`src/rtl/amp_pkg.sv`:
```
// rtl/amp_pkg.sv - shared types and constants for the amplitude accumulator
package amp_pkg;

  localparam int COMPLEX_BIT = 24;
  localparam int GUARD_BIT   = 4;
  localparam int CNT_BIT     = 8;

  typedef logic signed [COMPLEX_BIT-1:0] amp_t;

  typedef struct packed {
    amp_t r;
    amp_t i;
  } complex_amp_t;

  typedef enum logic {
    ACCUM = 1'b0,
    HOLD  = 1'b1
  } state_t;

endpackage

```
`src/rtl/amp_reduce.sv`:
```
// rtl/amp_reduce.sv - narrows one accumulator component, flags out-of-range values
// Optional macro AMP_SAT_EN: clamp out-of-range values instead of wrapping.
module amp_reduce #(
  parameter int IN_W  = 28,
  parameter int OUT_W = 24
) (
  input  logic signed [IN_W-1:0]  acc_in,
  output logic signed [OUT_W-1:0] val_out,
  output logic                    ovf_out
);

  logic [IN_W-OUT_W:0] upper;
  logic                fits;

  // The value fits when every bit above the output sign bit copies it.
  assign upper   = acc_in[IN_W-1:OUT_W-1];
  assign fits    = (&upper) | ~(|upper);
  assign ovf_out = ~fits;

`ifdef AMP_SAT_EN
  always_comb begin
    val_out = acc_in[OUT_W-1:0];
    if (!fits) begin
      val_out = acc_in[IN_W-1] ? {1'b1, {(OUT_W-1){1'b0}}}
                               : {1'b0, {(OUT_W-1){1'b1}}};
    end
  end
`else
  assign val_out = acc_in[OUT_W-1:0];
`endif

endmodule

```
`src/rtl/amplitude_accumulator.sv`:
```
// rtl/amplitude_accumulator.sv - sums alpha-rotated complex terms per group, emits reduced result
// Optional macro AMP_SAT_EN selects saturation in amp_reduce instead of wrap.
module amplitude_accumulator
  import amp_pkg::*;
#(
  parameter int complex_bit = COMPLEX_BIT,
  parameter int guard_bit   = GUARD_BIT,
  parameter int cnt_bit     = CNT_BIT
) (
  input  logic                          clk,
  input  logic                          rst,
  input  logic                          in_valid,
  output logic                          in_ready,
  input  logic                          in_last,
  input  logic signed [complex_bit-1:0] amplitude_in_r,
  input  logic signed [complex_bit-1:0] amplitude_in_i,
  output logic                          out_valid,
  input  logic                          out_ready,
  output logic signed [complex_bit-1:0] amplitude_out_r,
  output logic signed [complex_bit-1:0] amplitude_out_i,
  output logic [cnt_bit-1:0]            term_count,
  output logic                          overflow
);

  localparam int AW = complex_bit + guard_bit;

  state_t                  state_q, state_d;
  logic signed [AW-1:0]    acc_r_q, acc_r_d, acc_i_q, acc_i_d;
  logic [cnt_bit-1:0]      cnt_q, cnt_d, cnt_inc;
  logic signed [complex_bit-1:0] out_r_q, out_r_d, out_i_q, out_i_d;
  logic [cnt_bit-1:0]      tc_q, tc_d;
  logic                    ovf_q, ovf_d;

  logic signed [AW-1:0]    sum_r, sum_i;
  logic signed [complex_bit-1:0] red_r, red_i;
  logic                    ovf_r, ovf_i;

  assign sum_r   = acc_r_q + {{guard_bit{amplitude_in_r[complex_bit-1]}}, amplitude_in_r};
  assign sum_i   = acc_i_q + {{guard_bit{amplitude_in_i[complex_bit-1]}}, amplitude_in_i};
  assign cnt_inc = (&cnt_q) ? cnt_q : cnt_q + cnt_bit'(1);

  amp_reduce #(.IN_W(AW), .OUT_W(complex_bit)) u_reduce_r (
    .acc_in  (sum_r),
    .val_out (red_r),
    .ovf_out (ovf_r)
  );

  amp_reduce #(.IN_W(AW), .OUT_W(complex_bit)) u_reduce_i (
    .acc_in  (sum_i),
    .val_out (red_i),
    .ovf_out (ovf_i)
  );

  always_comb begin
    state_d = state_q;
    acc_r_d = acc_r_q;
    acc_i_d = acc_i_q;
    cnt_d   = cnt_q;
    out_r_d = out_r_q;
    out_i_d = out_i_q;
    tc_d    = tc_q;
    ovf_d   = ovf_q;
    case (state_q)
      ACCUM: begin
        if (in_valid) begin
          if (in_last) begin
            // Result is taken from acc + current term; accumulator restarts empty.
            out_r_d = red_r;
            out_i_d = red_i;
            tc_d    = cnt_inc;
            ovf_d   = ovf_r | ovf_i;
            acc_r_d = '0;
            acc_i_d = '0;
            cnt_d   = '0;
            state_d = HOLD;
          end else begin
            acc_r_d = sum_r;
            acc_i_d = sum_i;
            cnt_d   = cnt_inc;
          end
        end
      end
      HOLD: begin
        if (out_ready) state_d = ACCUM;
      end
      default: state_d = ACCUM;
    endcase
  end

  always_ff @(posedge clk) begin
    if (rst) begin
      state_q <= ACCUM;
      acc_r_q <= '0;
      acc_i_q <= '0;
      cnt_q   <= '0;
      out_r_q <= '0;
      out_i_q <= '0;
      tc_q    <= '0;
      ovf_q   <= 1'b0;
    end else begin
      state_q <= state_d;
      acc_r_q <= acc_r_d;
      acc_i_q <= acc_i_d;
      cnt_q   <= cnt_d;
      out_r_q <= out_r_d;
      out_i_q <= out_i_d;
      tc_q    <= tc_d;
      ovf_q   <= ovf_d;
    end
  end

  assign in_ready        = (state_q == ACCUM);
  assign out_valid       = (state_q == HOLD);
  assign amplitude_out_r = out_r_q;
  assign amplitude_out_i = out_i_q;
  assign term_count      = tc_q;
  assign overflow        = ovf_q;

endmodule

```
`config.mk`:
```
export PLATFORM = sky130hd
export DESIGN_NAME = amplitude_accumulator
export DESIGN_NICKNAME = d
export VERILOG_FILES = /design/src/rtl/amp_pkg.sv /design/src/rtl/amp_reduce.sv /design/src/rtl/amplitude_accumulator.sv
export SDC_FILE = /design/constraint.sdc
export NUM_CORES = 1
export LEC_CHECK = 0
export ABC_AREA = 1
export BUFFER_PORTS_ARGS = -buffer_cell sky130_fd_sc_hd__buf_2
export CELL_PAD_IN_SITES_DETAIL_PLACEMENT = 1
export CELL_PAD_IN_SITES_GLOBAL_PLACEMENT = 1
export CORE_MARGIN = 3
export CORE_UTILIZATION = 30
export DETAILED_ROUTE_END_ITERATION = 12
export PLACE_DENSITY_LB_ADDON = 0.1
export SYNTH_ARGS = -nofsm -noshare
export SYNTH_HDL_FRONTEND = slang
export SYNTH_HIERARCHICAL = 1
export SYNTH_SLANG_ARGS = --single-unit
```
`constraint.sdc`:
```
create_clock -name clk -period 6.6 [get_ports clk]
set_input_delay 1.98 -clock clk [delete_from_list [all_inputs] [get_ports clk]]
set_output_delay 1.98 -clock clk [all_outputs]
set_load 0.005 [all_outputs]
```
==> impl_metrics.toml <==
[setup_path]
reg2reg_depth = 18
required_ns = 6.88
rrSetupSlack_ns = 3.92
cp-start-kind = "primary input"
path_class = "primary input to flip-flop"
crit_path_max_fanout = 4
endpoint_kind = "flip-flop"
r2r-start = "acc_i_q[0]"
worstPathArrival_ns = 4.29
r2r_end = "overflow"

[layout]
area_delta_synth_final_pct = 12.3
drive_above_1_share = 0.130
nets = 1631
multi_input_area_sq_um = 5360
antenna_cells = 0
regArea_sq_um = 2440
nFillCells = 3867

[global_routing]
grt_pass1_wl_mm = 47.9
grtUsageTotal = 0.180
grt_max_degree = 81
grt_pass1_vias = 8951
antenna_found_initial = 0
gr-total-overflow = 0

[timing]
min_period_ns = 4.01
tns_ns = 0
worst_pin_slew_ns = 0.968
fin_ws_ns = 2.59
maxSlewViolCount = 0
rsz0062_at_grt = "no"
hold_viol = 0
setup_viol = 0
relSlewSlack = 0.355
finalCritPeriodShare = 0.607
skew_ns = 0.0132
fmax_ghz = 0.250

[synth]
yosys.area.top_type_share = 0.270
ys_async_sr_fraction = 0
synth_area_leaders = "dfxtp_1 (27%), nand2_1 (24%), inv_1 (8.1%)"
synth_ff_type = "dfxtp_1"
post-synth-top-count-cell = "nand2_1"
synth-edff-count = 0
synth-seq-area-share = 0.270
syn_area_per_cell_sq_um = 6.15
ys_ff_latch = 122
ys_top_cells_by_count = "nand2_1 (567), inv_1 (196), a21oi_1 (144), dfxtp_1 (122), nor2_1 (79)"
syn_nets = 1582
syn_inst = 1472
synth_area_sq_um = 9050
synthDistinctLibCells = 34
yosysTopAreaCell = "dfxtp_1"
yosys_warnings = 6

[detailed_routing]
dr.pass1.iters = 5
drtIter0Drc = 342
ant_nets = 0
vias = 8800
wl_per_cell_um = 15.3
route.detailed.drc = 0
wl_mm = 29.3
via_per_inst = 4.59

[placement]
post-dp-hpwl_mm = 23.1
placement.io_buffers = 111
pre_cts_ws_ns = 2.16
place_congestion = 0.846

[hold_path]
hold_end = "amplitude_out_i[8]"
min_from = "amplitude_out_i[8]"
hp-class = "flip-flop to flip-flop"
hold_depth = 2

[floorplanning]
core_sq_um = 29200
ios = 112
start_util = 0.309
fp.dieH_um = 180
dieArea_sq_um = 32300
chipWidth_um = 180
rows = 62

[pwr]
power_per_cell_area_nw_per_um2 = 217
ir_worst_vdd_v = 0.000144
total_power_mw = 2.20
power.leakage_nw = 5.30

[cts]
postCtsHoldBufs = 0
path_clk_slew_ns = 0.06
post_cts_resized = 0
cts_root_buffer = "clkbuf_16"
cts_buffers = 17
htreeDepth = 4
cts_tree = "yes"
insertion_delay_ns = 0.42
cts_setup_buffers = 0
cts_num_sinks = 122
clockBufferDepth = 2

[job]
cap_violations = 0

[run_status]
status = "finished, final reports clean"
per-layer routing:
layer	vias up	wire length, um	global-route usage
li1	4609	-	-
met1	4053	16300	0.281
met2	128	11800	0.265
met3	10	955	0.0257
met4	0	178	0.0316
met5	-	0	0
sequential cells by signal, indices dropped and copies added, names as in the netlist:
register	cells
overflow	1
out_valid	1
amplitude_out_r	24
acc_r_q	28
term_count	8
cnt_q	8
amplitude_out_i	24
acc_i_q	28
cell type report:
cell class,count,share of cell area
multi-input cells,1065,0.527
flip-flops and latches,122,0.240
inverters,198,0.0731
repair buffers,117,0.0593
well taps,384,0.0473
clock buffers,17,0.0419
clock inverters,15,0.0113
critical path, cell delays in order:
cell,delay (ns)
buf_2,0.10
ha_1,0.22
inv_1,0.07
fa_1,0.41
inv_1,0.12
nand3_1,0.09
nand2_2,0.13
nand2_1,0.06
nand2_1,0.17
nand3_1,0.12
nand3_1,0.09
nand2_1,0.07
and2_1,0.17
nor2_1,0.10
nand2_1,0.06
nand2_1,0.05
nand2_1,0.05
o21ai_0,0.17
a21oi_1,0.08
worst max path at each step:
stage / startpoint / depth (start not counted) / to
3_3_place_gp: amplitude_in_i[0] / 19 / overflow
5_1_grt: amplitude_in_i[0] / 19 / overflow
3_5_place_dp: amplitude_in_i[0] / 19 / overflow
6_report: amplitude_in_i[0] / 19 / overflow
2_1_floorplan: amplitude_in_i[0] / 18 / overflow
4_1_cts: amplitude_in_i[0] / 19 / overflow
placed cells by master, fill, tap and decap left out, types with 25 or more instances in the layout:
| cell type | count |
|---|---|
| nand2_1 | 565 |
| inv_1 | 195 |
| a21oi_1 | 144 |
| dfxtp_1 | 122 |
| buf_2 | 110 |
| nor2_1 | 79 |
| nand3_1 | 68 |
| ha_1 | 55 |
| and2_1 | 26 |
| xor2_1 | 25 |
cells by family (layout without fill, tap and decap cells):
group | after synthesis | in the layout | synth area share
buf+inv | 285 | 347 | 0.140
xor+xnor | 35 | 35 | 0.0380
fa+ha+maj | 57 | 57 | 0.0805
simple gates | 802 | 802 | 0.373
compound gates | 171 | 171 | 0.0991
flops | 122 | 122 | 0.270
report_power, final:
group          switching [mW]  internal (mW)  total, mW
Sequential             0.0236          0.779      0.803
Clock                   0.418          0.488      0.906
Combinational           0.324          0.171      0.495
through the flow:
step	cells	area, sq um	utilization	hold slack (ns)
after global placement	1886	9620	0.329	0.450
after floorplan	1472	9050	-	0.448
final	1918	10200	0.348	0.462
after detailed placement	1886	9620	0.329	0.456
after global routing	1918	10200	0.348	0.483
after CTS	1918	10200	0.348	0.466
No activity file was read; power rests on OpenSTA's default activity.
